### src/rtl/frv_pipeline_fifo.sv
// DEPTH-entry valid/busy handshaked buffer between core pipeline stages.
// Carries a control payload plus a sticky operand lane loaded per push.
module frv_pipeline_fifo #(
    parameter int unsigned RLEN  = 42,
    parameter int unsigned OLEN  = 32,
    parameter int unsigned DEPTH = 2,
    parameter int unsigned CW    = $clog2(DEPTH + 1)
) (
    input  logic            g_clk,
    input  logic            g_resetn,
    input  logic [RLEN-1:0] i_data,
    input  logic [OLEN-1:0] i_opr,
    input  logic            i_opr_ld,
    input  logic            i_valid,
    output logic            o_busy,
    input  logic            flush,
    output logic [RLEN-1:0] mr_data,
    output logic [RLEN-1:0] o_data,
    output logic [OLEN-1:0] o_opr,
    output logic            o_valid,
    input  logic            i_busy,
    output logic [CW-1:0]   o_count
);

    localparam int unsigned PW = (DEPTH > 1) ? $clog2(DEPTH) : 1;
    localparam logic [PW-1:0] LAST_PTR = PW'(DEPTH - 1);
    localparam logic [CW-1:0] FULL_CNT = CW'(DEPTH);

    logic [RLEN-1:0] data_q [DEPTH];
    logic [RLEN-1:0] data_d [DEPTH];
    logic [OLEN-1:0] opr_q  [DEPTH];
    logic [OLEN-1:0] opr_d  [DEPTH];
    logic [PW-1:0]   rd_ptr_q, rd_ptr_d;
    logic [PW-1:0]   wr_ptr_q, wr_ptr_d;
    logic [CW-1:0]   count_q, count_d;
    logic [OLEN-1:0] opr_hold_q, opr_hold_d;
    logic [RLEN-1:0] mr_data_q, mr_data_d;

    logic            full;
    logic            empty;
    logic            push;
    logic            pop;
    logic [OLEN-1:0] wr_opr;

    // Pointers wrap after DEPTH-1, so non-power-of-two depths work.
    function automatic logic [PW-1:0] ptr_inc(input logic [PW-1:0] p);
        return (p == LAST_PTR) ? '0 : p + PW'(1);
    endfunction

    assign full   = (count_q == FULL_CNT);
    assign empty  = (count_q == '0);
    // A full buffer still accepts when the consumer drains the head this cycle.
    assign o_busy = full && i_busy;
    assign push   = i_valid && !o_busy && !flush;
    assign pop    = !empty && !i_busy && !flush;
    assign wr_opr = i_opr_ld ? i_opr : opr_hold_q;

    always_comb begin
        data_d     = data_q;
        opr_d      = opr_q;
        rd_ptr_d   = rd_ptr_q;
        wr_ptr_d   = wr_ptr_q;
        count_d    = count_q;
        opr_hold_d = opr_hold_q;
        mr_data_d  = mr_data_q;

        if (push) begin
            data_d[wr_ptr_q] = i_data;
            opr_d[wr_ptr_q]  = wr_opr;
            wr_ptr_d         = ptr_inc(wr_ptr_q);
            mr_data_d        = i_data;
            if (i_opr_ld) begin
                opr_hold_d = i_opr;
            end
        end

        if (pop) begin
            rd_ptr_d = ptr_inc(rd_ptr_q);
        end

        case ({push, pop})
            2'b10:   count_d = count_q + CW'(1);
            2'b01:   count_d = count_q - CW'(1);
            default: count_d = count_q;
        endcase

        // Flush empties the buffer but keeps the sticky operand and mr tap.
        if (flush) begin
            rd_ptr_d = '0;
            wr_ptr_d = '0;
            count_d  = '0;
        end
    end

    always_ff @(posedge g_clk) begin
        if (!g_resetn) begin
            for (int i = 0; i < int'(DEPTH); i++) begin
                data_q[i] <= '0;
                opr_q[i]  <= '0;
            end
            rd_ptr_q   <= '0;
            wr_ptr_q   <= '0;
            count_q    <= '0;
            opr_hold_q <= '0;
            mr_data_q  <= '0;
        end else begin
            data_q     <= data_d;
            opr_q      <= opr_d;
            rd_ptr_q   <= rd_ptr_d;
            wr_ptr_q   <= wr_ptr_d;
            count_q    <= count_d;
            opr_hold_q <= opr_hold_d;
            mr_data_q  <= mr_data_d;
        end
    end

    assign o_valid = !empty;
    assign o_count = count_q;
    assign o_data  = empty ? '0 : data_q[rd_ptr_q];
    assign o_opr   = empty ? opr_hold_q : opr_q[rd_ptr_q];
    assign mr_data = mr_data_q;

endmodule

### config.mk
export PLATFORM = sky130hd
export DESIGN_NAME = frv_pipeline_fifo
export DESIGN_NICKNAME = d
export VERILOG_FILES = /design/src/rtl/frv_pipeline_fifo.sv
export SDC_FILE = /design/constraint.sdc
export NUM_CORES = 1
export LEC_CHECK = 0
export BUFFER_PORTS_ARGS = -buffer_cell sky130_fd_sc_hd__buf_4
export CAP_MARGIN = 20
export CORE_MARGIN = 1
export CORE_UTILIZATION = 50
export CTS_BUF_LIST = sky130_fd_sc_hd__clkbuf_2 sky130_fd_sc_hd__clkbuf_4 sky130_fd_sc_hd__clkbuf_8
export DETAILED_ROUTE_END_ITERATION = 6
export GPL_TIMING_DRIVEN = 0
export PLACE_DENSITY_LB_ADDON = 0.1
export SLEW_MARGIN = 10
export SYNTH_ARGS = -nofsm -noshare
export SYNTH_HDL_FRONTEND = slang
export SYNTH_SLANG_ARGS = --single-unit
### constraint.sdc
create_clock -name g_clk -period 3.5 [get_ports g_clk]
set_input_delay 0 -clock g_clk [delete_from_list [all_inputs] [get_ports g_clk]]
set_output_delay 0 -clock g_clk [all_outputs]
set_load 0.03 [all_outputs]
==> flow_metrics.env, run 1 <==
export IMPL_outcome="finished clean"
export IMPL_period_minus_slack_ns=2.867
export IMPL_grtUsageTotal=0.2675
export IMPL_fin_skew_ns=0.02767
export IMPL_ys_seq_area_frac=0.4490
export IMPL_r2r_end="o_count[1]"
export IMPL_clock_fmax_ghz=0.3488
export IMPL_worstSkewPairLatency_ns=0.55
export IMPL_dr_pass1_iters=4
export IMPL_slew_headroom=0.3626
export IMPL_row_count=51
export IMPL_p_leak_uw=0.006295
export IMPL_r2r_start="o_count[0]"
export IMPL_drtIter0Drc=263
export IMPL_vias=8575
export IMPL_post_route_period_util=0.8192
export IMPL_grt_ovfl_total=0
export IMPL_drcViolationCount=0
export IMPL_endpoint_kind="primary output"
export IMPL_hold_viol=0
export IMPL_place_hpwl_mm=18.79
export IMPL_cpMaxStageDelayCell="clkbuf_1"
export IMPL_cts_tree="yes"
export IMPL_critPathBufInv=4
export IMPL_htreeDepth=2
export IMPL_finalCoreUtilization=0.6872
export IMPL_min_to="data_q[42]"
export IMPL_area_growth_synth_to_final_pct=33.61
export IMPL_max_cap_violations=0
export IMPL_synth_area_mm2=0.01008
export IMPL_yosys_cell_types_count=23
export IMPL_postSynth_asyncResetShare=0
export IMPL_critPathTopFamily="buffers and inverters"
export IMPL_grt_pass1_vias=8452
export IMPL_numPlacedInstances=1561
export IMPL_maxSlewViolCount=0
export IMPL_synth_warnings=0
export IMPL_power_density_mw_per_mm2=439.8
export IMPL_syn_avg_cell_area_um2=9.168
export IMPL_cts_inserted_buffers=39
export IMPL_tightest_slew_ns=0.9560
export IMPL_r2r_slack_ns=0.95
export IMPL_hold_path_startpoint="i_valid"
export IMPL_io_pins=200
export IMPL_clock_sinks=226
export IMPL_fin_cells=1707
export IMPL_cp_common_cell="clkbuf_1"
export IMPL_fin_nets=1496
export IMPL_num_antenna_cells=0
export IMPL_grt_first_pass_wirelength_mm=43.37
export IMPL_io_buffers=197
export IMPL_drtAntennaViolNets=0
export IMPL_grt_max_degree=11
export IMPL_coreArea_mm2=0.01959
export IMPL_synth_edf_count=0
export IMPL_post_drt_wl_per_cell_um=16.05
export IMPL_ys_flop_type="dfxtp_1"
export IMPL_wl_mm=27.40
export IMPL_path_clk_slew_ns=0.06
export IMPL_yosysTopAreaCell="dfxtp_1"
export IMPL_setup_viol=0
export IMPL_required_ns=3.50
export IMPL_drive_gt1_frac=0.2282
export IMPL_max_stage_delay_ns=0.52
export IMPL_rsz0062_at_grt="false"
export IMPL_place_congestion=0.7763
export IMPL_final_area_mm2=0.01346
export IMPL_start_util=0.5143
export IMPL_hold_depth=5
export IMPL_place_area_mm2=0.01189
export IMPL_routed_via_density=5.023
export IMPL_cts_repair_resized=0
export IMPL_post_cts_buffers=0
export IMPL_r2r_cells=7
export IMPL_fp_dieW_um=144.0
export IMPL_peakVddDrop_v=0.0002807
export IMPL_synth_cells=1099
export IMPL_use_met3=0.06298
export IMPL_clockBufferDepth=3
export IMPL_grt_antenna_before_repair=0
export IMPL_startpoint_type="flip-flop"
export IMPL_crit_chain="nor2_1, clkbuf_1, clkbuf_1, clkbuf_1, nor2_1, buf_4"
export IMPL_die_h_um=144.0
export IMPL_critPathKind="flip-flop to primary output"
export IMPL_synth_area_leaders="dfxtp_1 (45%), mux2i_1 (29%), nand2_1 (13%), mux2_2 (3.6%), clkbuf_1 (2.0%)"
export IMPL_grtUsageMet2=0.4648
export IMPL_netlist_area_leader_share=0.4490
export IMPL_grt_busiest_layer="met2"
export IMPL_syn_num_nets=1180
export IMPL_die_area_mm2=0.02072
export IMPL_hold_slack_ns=0.06528
export IMPL_cp_data_arrival_time_ns=2.87
export IMPL_cts_root_buffer="clkbuf_8"
export IMPL_synth_seq_cells=226
export IMPL_min_path_type="input port to flip-flop"
export IMPL_tns_ns=0
export IMPL_cp_max_fo=10
export IMPL_grt_util_met1=0.3256
==> Yosys cell counts, types with 3 or more instances <==
cell and number:
a21oi_1 3, buf_2 22, buf_6 8, clkbuf_1 54, dfxtp_1 226, mux2_2 32
mux2i_1 296, nand2_1 361, nor2_1 44, o21ai_0 35, or3_1 3
==> routing by layer <==
metal / routed length [um] / vias up
li1: - / 4285
met4: 527 / 0
met1: 11900 / 4053
met2: 13430 / 199
met5: 0 / -
met3: 1552 / 38
==> logic make-up after synthesis <==
| kind of cell | Yosys count | synth area share |
|---|---|---|
| compound gates | 38 | 0.01887 |
| xor+xnor | 2 | 0.001739 |
| fa+ha+maj | 1 | 0.001242 |
| buf+inv | 88 | 0.04148 |
| flops | 226 | 0.4490 |
| mux | 328 | 0.3298 |
| simple gates | 416 | 0.1578 |
==> final cells by class <==
cell class | count | area, um^2
inverters | 2 | 7.507
repair buffers | 275 | 2260
clock buffers | 62 | 734.5
multi-input cells | 785 | 5134
flip-flops and latches | 226 | 4524
fillers | 1583 | 6127
clock inverters | 6 | 61.31
well taps | 265 | 331.6
plain buffers | 86 | 410.4
==> per-stage QoR <==
step                power (uW)  setup slack (ns)
global placement          3423             1.033
floorplan                 3170             1.447
detailed placement        3431             1.012
global route              6140            0.4377
finish                    5921            0.6327
CTS                       5950            0.5802
==> power breakdown <==
part	switching (uW)	internal, uW	leakage [uW]
Combinational	416	328	0.00403
Clock	1070	1400	0.000427
Sequential	45.8	2660	0.00184
Total	1530	4390	0.00630
==> worst reg2reg max path: cells and delay by family (launching register included) <==
family | cells | cell delay, ns
adder cells (fa/ha/maj) | 1 | 0.36
AND/OR/NAND/NOR | 3 | 0.65
buffers and inverters | 2 | 0.96
AO/OA/AOI/OAI | 1 | 0.14
flip-flops | 1 | 0.36
==> sequential cells by signal, indices dropped and copies added (netlist names) <==
signal,flops
opr_hold_q,32
wr_ptr_q,1
mr_data,42
data_q,84
o_count,2
rd_ptr_q,1
opr_q,64
==> repair_timing <==
action                                  CTS  global route
endpoints found under the hold margin   226             0
endpoints found under the setup margin    0             0
hold buffers                             78             0
==> worst max path at each step <==
| stage | from | to | slack (ns) | cells after the start |
|---|---|---|---|---|
| 2_1_floorplan | o_count[0] | o_count[1] | 1.45 | 7 |
| 3_3_place_gp | o_count[0] | o_count[1] | 1.03 | 7 |
| 3_5_place_dp | o_count[0] | o_count[1] | 1.01 | 7 |
| 4_1_cts | o_count[0] | o_data[36] | 0.58 | 6 |
| 5_1_grt | o_count[1] | o_data[36] | 0.44 | 6 |
| 6_report | o_count[0] | o_data[36] | 0.63 | 6 |
==> layout by cell type (no fill, tap or decap), types with 22 or more instances in the layout <==
master	netlist	routed
clkbuf_1	54	54
mux2_2	32	32
o21ai_0	35	35
dlygate4sd3_1	0	78
mux2i_1	296	296
clkbuf_8	0	43
nand2_1	361	361
nor2_1	44	44
buf_4	0	197
buf_2	22	22
dfxtp_1	226	226
(Power assumes the default switching activity.)
==> run 2: changes to the inputs <==
--- a/config.mk
+++ b/config.mk
@@ -5,6 +5,7 @@
 export SDC_FILE = /design/constraint.sdc
 export NUM_CORES = 1
 export LEC_CHECK = 0
+export ABC_AREA = 1
 export BUFFER_PORTS_ARGS = -buffer_cell sky130_fd_sc_hd__buf_4
 export CAP_MARGIN = 20
 export CORE_MARGIN = 1
==> constraint.sdc (replaced) <==
create_clock -name g_clk -period 2.9 [get_ports g_clk]
set_input_delay 0 -clock g_clk [delete_from_list [all_inputs] [get_ports g_clk]]
set_output_delay 0 -clock g_clk [all_outputs]
set_load 0.03 [all_outputs]
==> flow_metrics.env, run 2 <==
export IMPL_synth_warnings=0
export IMPL_ys_top_cells_by_count="nand2_1 (504), nor2_1 (233), dfxtp_1 (226)"
export IMPL_min_to="data_q[36]"
export IMPL_coreArea_mm2=0.02109
export IMPL_syn_num_nets=1770
export IMPL_grt_max_degree=11
export IMPL_ys_flop_type="dfxtp_1"
export IMPL_setup_viol=0
export IMPL_synth_edf_count=0
export IMPL_die_h_um=148.8
export IMPL_place_congestion=0.8754
export IMPL_use_met3=0.07034
export IMPL_cp_max_fo=10
export IMPL_tns_ns=0
export IMPL_dr_pass1_iters=5
export IMPL_area_growth_synth_to_final_pct=31.21
export IMPL_fp_dieW_um=148.8
export IMPL_cts_inserted_buffers=39
export IMPL_io_buffers=197
export IMPL_io_pins=200
export IMPL_required_ns=2.90
export IMPL_power_density_mw_per_mm2=525.6
export IMPL_place_hpwl_mm=24.09
export IMPL_outcome="finished clean"
export IMPL_mostFrequentLayoutCells="nand2_1 (504), nor2_1 (233), dfxtp_1 (226), inv_1 (220), buf_4 (205)"
export IMPL_routed_via_density=5.084
export IMPL_vias=11710
export IMPL_cp_data_arrival_time_ns=2.61
export IMPL_r2r_start="o_count[1]"
export IMPL_finalCoreUtilization=0.6705
export IMPL_slew_headroom=0.4108
export IMPL_wl_mm=35.15
export IMPL_max_cap_violations=0
export IMPL_drcViolationCount=0
export IMPL_hold_path_startpoint="g_resetn"
export IMPL_r2r_cells=9
export IMPL_grt_antenna_before_repair=1
export IMPL_cts_tree="yes"
export IMPL_drtAntennaViolNets=0
export IMPL_top_register="data_q"
export IMPL_synth_area_mm2=0.01078
export IMPL_largest_register_ffs=84
export IMPL_fin_nets=2084
export IMPL_cts_root_buffer="clkbuf_8"
export IMPL_postSynth_asyncResetShare=0
export IMPL_grtUsageTotal=0.3134
export IMPL_synth_cells=1689
export IMPL_maxSlewViolCount=0
export IMPL_clock_fmax_ghz=0.3831
export IMPL_min_path_type="input port to flip-flop"
export IMPL_hold_viol=0
export IMPL_period_minus_slack_ns=2.610
export IMPL_grtUsageMet2=0.5350
export IMPL_start_util=0.5110
export IMPL_worstSkewPairLatency_ns=0.54
export IMPL_row_count=53
export IMPL_grt_busiest_layer="met2"
export IMPL_die_area_mm2=0.02214
export IMPL_yosys_cell_types_count=21
export IMPL_drive_gt1_frac=0.1618
export IMPL_r2r_end="o_count[1]"
export IMPL_cts_repair_resized=0
export IMPL_htreeDepth=2
export IMPL_post_route_period_util=0.9002
export IMPL_rsz0062_at_grt="false"
export IMPL_netlist_area_leader_share=0.4198
export IMPL_p_leak_uw=0.007025
export IMPL_drtIter0Drc=840
export IMPL_synth_area_leaders="dfxtp_1 (42%), nand2_1 (18%), nor2_1 (8.1%), inv_1 (7.7%), a21oi_1 (5.5%)"
export IMPL_grt_pass1_vias=11020
export IMPL_grt_util_met1=0.3844
export IMPL_fin_skew_ns=0.02596
export IMPL_syn_avg_cell_area_um2=6.380
export IMPL_startpoint_type="flip-flop"
export IMPL_nFillCells=1897
export IMPL_hold_depth=4
export IMPL_clock_sinks=226
export IMPL_final_common_cell="nand2_1"
export IMPL_tightest_slew_ns=0.8839
export IMPL_grt_ovfl_total=0
export IMPL_yosysMostFrequentCell="nand2_1"
export IMPL_r2r_slack_ns=0.63
export IMPL_post_drt_wl_per_cell_um=15.26
export IMPL_path_clk_slew_ns=0.06
export IMPL_peakVddDrop_v=0.0003804
export IMPL_clockBufferDepth=3
export IMPL_yosysTopAreaCell="dfxtp_1"
export IMPL_grt_first_pass_wirelength_mm=55.23
export IMPL_endpoint_kind="primary output"
export IMPL_ys_seq_area_frac=0.4198
export IMPL_synth_seq_cells=226
export IMPL_critPathKind="flip-flop to primary output"
==> run 2: worst max path at each step <==
| stage | from | end | slack (ns) | depth (start not counted) |
|---|---|---|---|---|
| final | o_count[0] | o_opr[31] | 0.29 | 7 |
| after detailed placement | o_count[1] | o_count[1] | 0.71 | 9 |
| after CTS | o_count[0] | o_data[5] | 0.36 | 7 |
| after global placement | o_count[1] | o_count[1] | 0.72 | 9 |
| after global routing | o_count[0] | o_data[40] | 0.22 | 7 |
| after floorplan | o_count[0] | o_count[1] | 0.96 | 9 |
==> run 2: area by class of cell <==
class	instances	area, um^2	share of cell area
inverter	223	837.1	0.05920
multi-input combinational	1112	4842	0.3424
antenna	1	2.502	0.0001770
clock inverter	3	17.52	0.001239
tap	275	344.1	0.02433
buffer	128	573.1	0.04053
sequential	226	4524	0.3200
timing repair buffer	273	2240	0.1584
clock buffer	62	759.5	0.05371
==> run 2: repair_timing <==
item                      4_1_cts  5_1_grt
setup buffers                   0        0
hold buffers                   76        0
hold endpoints to repair      222        0
==> run 2: kinds of logic after synthesis <==
kind of cell / share of synthesized area
flip-flops: 0.4198
XOR/XNOR: 0.0008129
adder cells (fa/ha/maj): 0.001161
buffers and inverters: 0.1308
AO/OA/AOI/OAI: 0.1125
AND/OR/NAND/NOR: 0.3348
==> run 2: worst max-delay path, cell delays in order, from the launching register on <==
cell	delay, ns
dfxtp_1	0.43
inv_2	0.06
nand2_1	0.37
buf_2	0.31
buf_2	0.30
o211ai_1	0.15
o21ai_0	0.21
buf_4	0.25
==> run 2: power breakdown <==
group | switching [uW] | internal (uW)
Sequential | 62.6 | 3260
Clock | 1300 | 1650
Combinational | 729 | 438
Total | 2090 | 5340
==> run 2: per-stage QoR <==
| step | area, um^2 | setup slack [ns] | cells | power [uW] | hold slack, ns |
|---|---|---|---|---|---|
| after global placement | 12600 | 0.7192 | 2161 | 4430 | 0.2219 |
| final | 14140 | 0.2896 | 2303 | 7432 | 0.07871 |
| after detailed placement | 12600 | 0.7112 | 2161 | 4451 | 0.2280 |
| after global routing | 14140 | 0.2178 | 2302 | 7734 | 0.09339 |
| after floorplan | 10780 | 0.9649 | 1689 | 4048 | 0.07931 |
| after CTS | 14140 | 0.3581 | 2302 | 7440 | 0.04993 |
==> run 2: metal layers <==
| layer | up-vias | wire length (um) |
|---|---|---|
| met5 | - | 0 |
| met4 | 0 | 907 |
| met3 | 75 | 2985 |
| met2 | 458 | 16850 |
| met1 | 5309 | 14410 |
| li1 | 5867 | - |
